File: src/rtl/reglk_pkg.sv
// Shared definitions for the register-lock access gate: memory width codes,
// gate FSM states and lock-window word offsets.
package reglk_pkg;

    localparam logic [2:0] SIGNED_B  = 3'b000;
    localparam logic [2:0] SIGNED_H  = 3'b001;
    localparam logic [2:0] SIGNED_W  = 3'b010;
    localparam logic [2:0] USIGNED_B = 3'b100;
    localparam logic [2:0] USIGNED_H = 3'b101;

    localparam logic [2:0] LK_OFF_FINAL  = 3'd6;
    localparam logic [2:0] LK_OFF_STATUS = 3'd7;

    typedef enum logic [1:0] {
        IDLE,
        CHECK,
        ISSUE,
        RESP
    } gate_state_t;

    // True when the width code is legal and the address is naturally aligned for it.
    function automatic logic access_ok(input logic [2:0] width, input logic [1:0] addr_lo);
        case (width)
            SIGNED_B, USIGNED_B: access_ok = 1'b1;
            SIGNED_H, USIGNED_H: access_ok = ~addr_lo[0];
            SIGNED_W:            access_ok = (addr_lo == 2'b00);
            default:             access_ok = 1'b0;
        endcase
    endfunction

endpackage

File: src/rtl/reglk_lock_bank.sv
// Register-lock bank: one lock bit per memory word plus the sticky lock_final
// bit that freezes the bank until the next global reset.
module reglk_lock_bank
    import reglk_pkg::*;
#(
    parameter int NUM_LOCK_WORDS = 6
) (
    input  logic        clk,
    input  logic        rst,
    input  logic [29:0] word_idx,
    output logic        word_locked,
    input  logic [2:0]  rd_off,
    output logic [31:0] rd_data,
    input  logic        wr_en,
    input  logic [2:0]  wr_off,
    input  logic [31:0] wr_data,
    output logic        wr_blocked,
    output logic        lock_final
);

    logic [31:0] reglk [NUM_LOCK_WORDS];

    // Words beyond the covered range have no lock bit and are never locked.
    always_comb begin
        word_locked = 1'b0;
        for (int i = 0; i < NUM_LOCK_WORDS; i++) begin
            if (word_idx[29:5] == 25'(i)) begin
                word_locked = reglk[i][word_idx[4:0]];
            end
        end
    end

    always_comb begin
        rd_data = '0;
        for (int i = 0; i < NUM_LOCK_WORDS; i++) begin
            if (rd_off == 3'(i)) begin
                rd_data = reglk[i];
            end
        end
        if (rd_off == LK_OFF_FINAL) begin
            rd_data = {31'b0, lock_final};
        end
    end

    assign wr_blocked = lock_final && (int'(wr_off) < NUM_LOCK_WORDS);

    // Once lock_final is set the lock words ignore writes; only reset clears it.
    always_ff @(posedge clk or posedge rst) begin
        if (rst) begin
            for (int i = 0; i < NUM_LOCK_WORDS; i++) begin
                reglk[i] <= '1;
            end
            lock_final <= 1'b0;
        end else if (wr_en) begin
            for (int i = 0; i < NUM_LOCK_WORDS; i++) begin
                if (wr_off == 3'(i) && !lock_final) begin
                    reglk[i] <= wr_data;
                end
            end
            if (wr_off == LK_OFF_FINAL && wr_data[0]) begin
                lock_final <= 1'b1;
            end
        end
    end

endmodule

File: src/rtl/reglk_access_gate.sv
// Bus-side access controller in front of the data memory: checks width,
// alignment and lock state, then issues one-cycle memory strobes.
module reglk_access_gate
    import reglk_pkg::*;
#(
    parameter int          NUM_LOCK_WORDS = 6,
    parameter logic [31:0] LOCK_BASE      = 32'h0000_0400,
    parameter int          VIOL_W         = 16
) (
    input  logic              clk,
    input  logic              rst,
    input  logic              req_valid,
    output logic              req_ready,
    input  logic              req_write,
    input  logic [2:0]        req_width,
    input  logic [31:0]       req_addr,
    input  logic [31:0]       req_wdata,
    output logic              resp_valid,
    input  logic              resp_ready,
    output logic              resp_err,
    output logic [31:0]       resp_rdata,
    output logic              mem_write_enable,
    output logic [2:0]        mem_width,
    output logic [31:0]       mem_addr,
    output logic [31:0]       mem_write_data,
    input  logic [31:0]       mem_read_data,
    output logic              lock_final,
    output logic [VIOL_W-1:0] viol_count
);

    gate_state_t state, state_next;
    logic        write_q;
    logic [2:0]  width_q;
    logic [31:0] addr_q;
    logic [31:0] wdata_q;
    logic        fmt_ok, in_window, word_locked, bank_wr_blocked;
    logic        check_err, check_viol, bank_wr_en;
    logic [2:0]  win_off;
    logic [31:0] bank_rd_data, win_rdata;

    reglk_lock_bank #(.NUM_LOCK_WORDS(NUM_LOCK_WORDS)) u_bank (
        .clk         (clk),
        .rst         (rst),
        .word_idx    (addr_q[31:2]),
        .word_locked (word_locked),
        .rd_off      (win_off),
        .rd_data     (bank_rd_data),
        .wr_en       (bank_wr_en),
        .wr_off      (win_off),
        .wr_data     (wdata_q),
        .wr_blocked  (bank_wr_blocked),
        .lock_final  (lock_final)
    );

    assign win_off   = addr_q[4:2];
    assign in_window = (addr_q[31:5] == LOCK_BASE[31:5]);
    assign fmt_ok    = access_ok(width_q, addr_q[1:0]);

    // Format errors take precedence and never count as violations.
    always_comb begin
        check_err  = 1'b0;
        check_viol = 1'b0;
        bank_wr_en = 1'b0;
        win_rdata  = (win_off == LK_OFF_STATUS) ? 32'(viol_count) : bank_rd_data;
        if (!fmt_ok) begin
            check_err = 1'b1;
        end else if (in_window) begin
            if (width_q != SIGNED_W) begin
                check_err = 1'b1;
            end else if (write_q) begin
                if (win_off == LK_OFF_STATUS) begin
                    check_err = 1'b1;
                end else if (bank_wr_blocked) begin
                    check_err  = 1'b1;
                    check_viol = 1'b1;
                end else begin
                    bank_wr_en = (state == CHECK);
                end
            end
        end else if (write_q && word_locked) begin
            check_err  = 1'b1;
            check_viol = 1'b1;
        end
    end

    always_ff @(posedge clk or posedge rst) begin
        if (rst) begin
            state <= IDLE;
        end else begin
            state <= state_next;
        end
    end

    always_comb begin
        state_next = state;
        case (state)
            IDLE:    if (req_valid) state_next = CHECK;
            CHECK:   state_next = (check_err || in_window) ? RESP : ISSUE;
            ISSUE:   state_next = RESP;
            RESP:    if (resp_ready) state_next = IDLE;
            default: state_next = IDLE;
        endcase
    end

    // Memory strobes decode straight from state so reset drops them at once.
    always_comb begin
        req_ready        = (state == IDLE);
        resp_valid       = (state == RESP);
        mem_write_enable = 1'b0;
        mem_width        = 3'b000;
        mem_addr         = '0;
        mem_write_data   = '0;
        if (state == ISSUE) begin
            mem_write_enable = write_q;
            mem_width        = width_q;
            mem_addr         = addr_q;
            mem_write_data   = wdata_q;
        end
    end

    always_ff @(posedge clk or posedge rst) begin
        if (rst) begin
            write_q    <= 1'b0;
            width_q    <= 3'b000;
            addr_q     <= '0;
            wdata_q    <= '0;
            resp_err   <= 1'b0;
            resp_rdata <= '0;
            viol_count <= '0;
        end else begin
            case (state)
                IDLE: begin
                    if (req_valid) begin
                        write_q <= req_write;
                        width_q <= req_width;
                        addr_q  <= req_addr;
                        wdata_q <= req_wdata;
                    end
                end
                CHECK: begin
                    resp_err   <= check_err;
                    resp_rdata <= (in_window && !check_err && !write_q) ? win_rdata : '0;
                    if (check_viol && viol_count != '1) begin
                        viol_count <= viol_count + VIOL_W'(1);
                    end
                end
                ISSUE: begin
                    resp_rdata <= write_q ? '0 : mem_read_data;
                end
                default: ;
            endcase
        end
    end

endmodule
File: config.mk
export PLATFORM = sky130hd
export DESIGN_NAME = reglk_access_gate
export DESIGN_NICKNAME = d
export VERILOG_FILES = /design/src/rtl/reglk_pkg.sv /design/src/rtl/reglk_lock_bank.sv /design/src/rtl/reglk_access_gate.sv
export SDC_FILE = /design/constraint.sdc
export NUM_CORES = 1
export LEC_CHECK = 0
export ABC_AREA = 1
export BUFFER_PORTS_ARGS = -buffer_cell sky130_fd_sc_hd__buf_4
export CAP_MARGIN = 40
export CELL_PAD_IN_SITES_DETAIL_PLACEMENT = 0
export CELL_PAD_IN_SITES_GLOBAL_PLACEMENT = 1
export CORE_UTILIZATION = 47
export CTS_CLUSTER_SIZE = 14
export DETAILED_ROUTE_END_ITERATION = 8
export PLACE_DENSITY = 0.87
export REMOVE_ABC_BUFFERS = 1
export SYNTH_ARGS = -nofsm -noshare
export SYNTH_HDL_FRONTEND = slang
export SYNTH_HIERARCHICAL = 1
export SYNTH_SLANG_ARGS = --single-unit
File: constraint.sdc
create_clock -name clk -period 10.1 [get_ports clk]
set_input_delay 0.505 -clock clk [delete_from_list [all_inputs] [get_ports clk]]
set_output_delay 0.505 -clock clk [all_outputs]
set_load 0.01 [all_outputs]
==> flow_summary.toml <==
[outcome]
status = "finished, final reports clean"

[drt]
ant_nets = 0
drc = 0
routed_via_density = 5.55
avgRoutedWirePerCell_microns = 18.4
drtPass1Iterations = 6
drt_iter0_markers = 1257
vias = 15400
drt-total-wl_mm = 51.1

[hold_path]
min_path_type = "in -> async"

[clock_tree]
post-cts-setup-buffer-count = 0
root_buffer = "clkbuf_16"
cts_max_level = 2
cts_made_buffers = 37
clock_latency_ns = 0.54
cts_tree = "done"
cts.path.max_buffers = 3
cts_num_sinks = 312
cts.reportedPaths.clkPinSlew_ns = 0.05
cts.repair.resized = 0
postCtsHoldBufs = 0

[floorplanning]
pin_count = 224
dieArea_sq_mm = 0.0370
coreArea_sq_mm = 0.0356
start_util_pct = 47.9
fp.dieH_microns = 192
num_rows = 69
die_w_microns = 192

[setup_path]
crit_path_start_kind = "flop"
cp.required_ns = 10.49
crit_family = "simple AND/OR/NAND/NOR gates"
cp_data_arrival_time_ns = 5.02
path_buf_inv = 4
crit_chain = "buf_4 -> inv_2 -> buf_4 -> nand2_1 -> nand3_1 -> nand3_1 -> nand3_1 -> nand2_1 -> nand2_1 -> nand3_1 -> nand3_1 -> nand2_1 -> nand2_1 -> nand2_1 -> nand2_1 -> nand2_1 -> nand2_1 -> inv_1 -> nand2_1 -> nand2_1 -> nand2_2 -> xor2_2"
worst-setup-path-type = "reg -> reg"
path_common_cell = "nand2_1"
end_kind = "flop"
critPathSlowestCell = "dfrtp_4"
cp_max_fo = 74
max_stage_delay_ns = 0.73

[grt]
grt_pass1_vias = 14900
grt_max_degree = 97
gr-total-overflow = 0
grtUsageTotal_pct = 27.9
antenna_found_initial = 0
grt_pass1_wl_mm = 81.0

[synthesis]
netlist_area_sq_mm = 0.0170
ys_async_sr_fraction_pct = 100
synth.top_cell.area_share_pct = 29.6
syn_inst = 2127
synth_area_per_cell_sq_um = 8.01
yosysWarningCount = 6
yosys.area.top_type = "dfstp_2"
synth_cell_types = 50
ys_top_cells_by_area = "dfstp_2 (30%), dfrtp_1 (18%), nand2_1 (11%), o21ai_0 (7.5%), inv_1 (5.5%)"
postSynthRegisterBits = 312
synthFlopType = "dfstp_2"
synth_enable_flop_cells = 0
ys_seq_area_share_pct = 47.3

[pwr]
p_total_w = 0.00553
vdd_drop_max_mv = 0.173
p_per_area_mw_per_mm2 = 274
p_leak_nw = 8.97

[timing]
timing.hold.ws_ns = 0.126
finClkSkew_ns = 0.0179
tightestPinTransition_ns = 0.917
setup_tns_ns = 0
fmax_mhz = 216
period_share_pct = 45.9
rsz0062_at_grt = "no"
maxSlewHeadroom_pct = 38.7
layout_min_cycle_time_ns = 4.63
finalHoldViolations = 0
slew_viol_final = 0
setup_viol = 0

[final_layout]
antennaDiodeCount = 0
drive_gt1_share_pct = 26.6
fillers = 3357
layout.cells.most_common = "nand2_1"
synthToLayoutAreaGrowth_pct = 18.4
num-nets-final = 2391
layout_common_cells = "nand2_1 (511), o21ai_0 (254), inv_1 (246)"

[run]
max_cap_viol_count = 0

[placement]
hpwlAfterDp_mm = 34.2
port_buffers = 223
gp_congestion = 0.887
[final timing paths]
| path | depth (start not counted) | slack [ns] | end | startpoint |
|---|---|---|---|---|
| min reg2reg | 2 | 0.49 | u_bank/reglk[165] | u_bank/reglk[165] |
| min in group clk | 2 | 0.20 | wdata_q[16] | req_wdata[16] |
| max in group asynchronous | 3 | 8.69 | addr_q[2] | rst |
| max reg2reg | 22 | 5.47 | viol_count[0] | addr_q[2] |
| min | 2 | 0.13 | wdata_q[6] | rst |
| max | 22 | 5.47 | viol_count[0] | addr_q[2] |
[synth_stat cells, drive strengths merged (12+ instances only)]
| library cell | instances |
|---|---|
| o22ai | 33 |
| nand2 | 514 |
| a221oi | 30 |
| o211ai | 26 |
| dfstp | 192 |
| dfrtp | 120 |
| nand3 | 180 |
| clkbuf | 72 |
| a21oi | 47 |
| xor2 | 14 |
| nor3 | 15 |
| inv | 251 |
| nor2 | 170 |
| o21ai | 273 |
| buf | 62 |
| mux2 | 65 |
| o221ai | 12 |
| a31oi | 28 |
[flip-flops by register name, summed over array words and instances, names as in the netlist]
signal / count
viol_count: 16
u_bank/lock_final: 1
width_q: 3
resp_rdata: 32
u_bank/reglk: 192
resp_err: 1
addr_q: 32
write_q: 1
state: 2
wdata_q: 32
[area by class of cell]
class                   count  area (sq um)  area share, %
repair buffers            250          1980           9.84
multi-input cells        1427          7320           36.3
well taps                 461           577           2.86
flip-flops and latches    312          8050           39.9
clock inverters             8           123          0.608
inverters                 254           966           4.79
clock buffers              60          1130           5.63
[routing by layer]
layer | wire length (microns) | vias to the layer above | global-route usage [%]
li1 | - | 7296 | -
met1 | 22300 | 7393 | 38.3
met2 | 24200 | 591 | 45.5
met3 | 3190 | 94 | 3.44
met4 | 1440 | 0 | 9.54
met5 | 0 | - | 0
[cell families (layout without fill, tap and decap cells)]
group	count (synthesis)	count (layout)	synth area share [%]
and+or+nand+nor	888	888	21.6
AOI/OAI and AO/OA	454	454	15.7
buffers and inverters	388	572	10.0
DFF	312	312	47.3
muxes	65	65	4.30
xor gates and xnor gates	15	15	0.816
adders and majority gates	5	5	0.367
[per-stage QoR]
stage | std cells | cell area [sq um] | util (%) | setup slack, ns
3_5_place_dp | 2704 | 18900 | 53.1 | 5.59
3_3_place_gp | 2697 | 18700 | 52.7 | 5.64
5_1_grt | 2772 | 20200 | 56.7 | 5.04
6_report | 2772 | 20200 | 56.7 | 5.47
2_1_floorplan | 1993 | 16300 | - | 4.66
4_1_cts | 2772 | 20200 | 56.7 | 5.57
[power breakdown]
group,total [W],internal [W],switching (W)
logic,0.00245,0.000893,0.00156
registers,0.00170,0.00148,0.000223
clock network,0.00138,0.000846,0.000530
total,0.00553,0.00322,0.00231
Power figures use the tool's default switching activity.
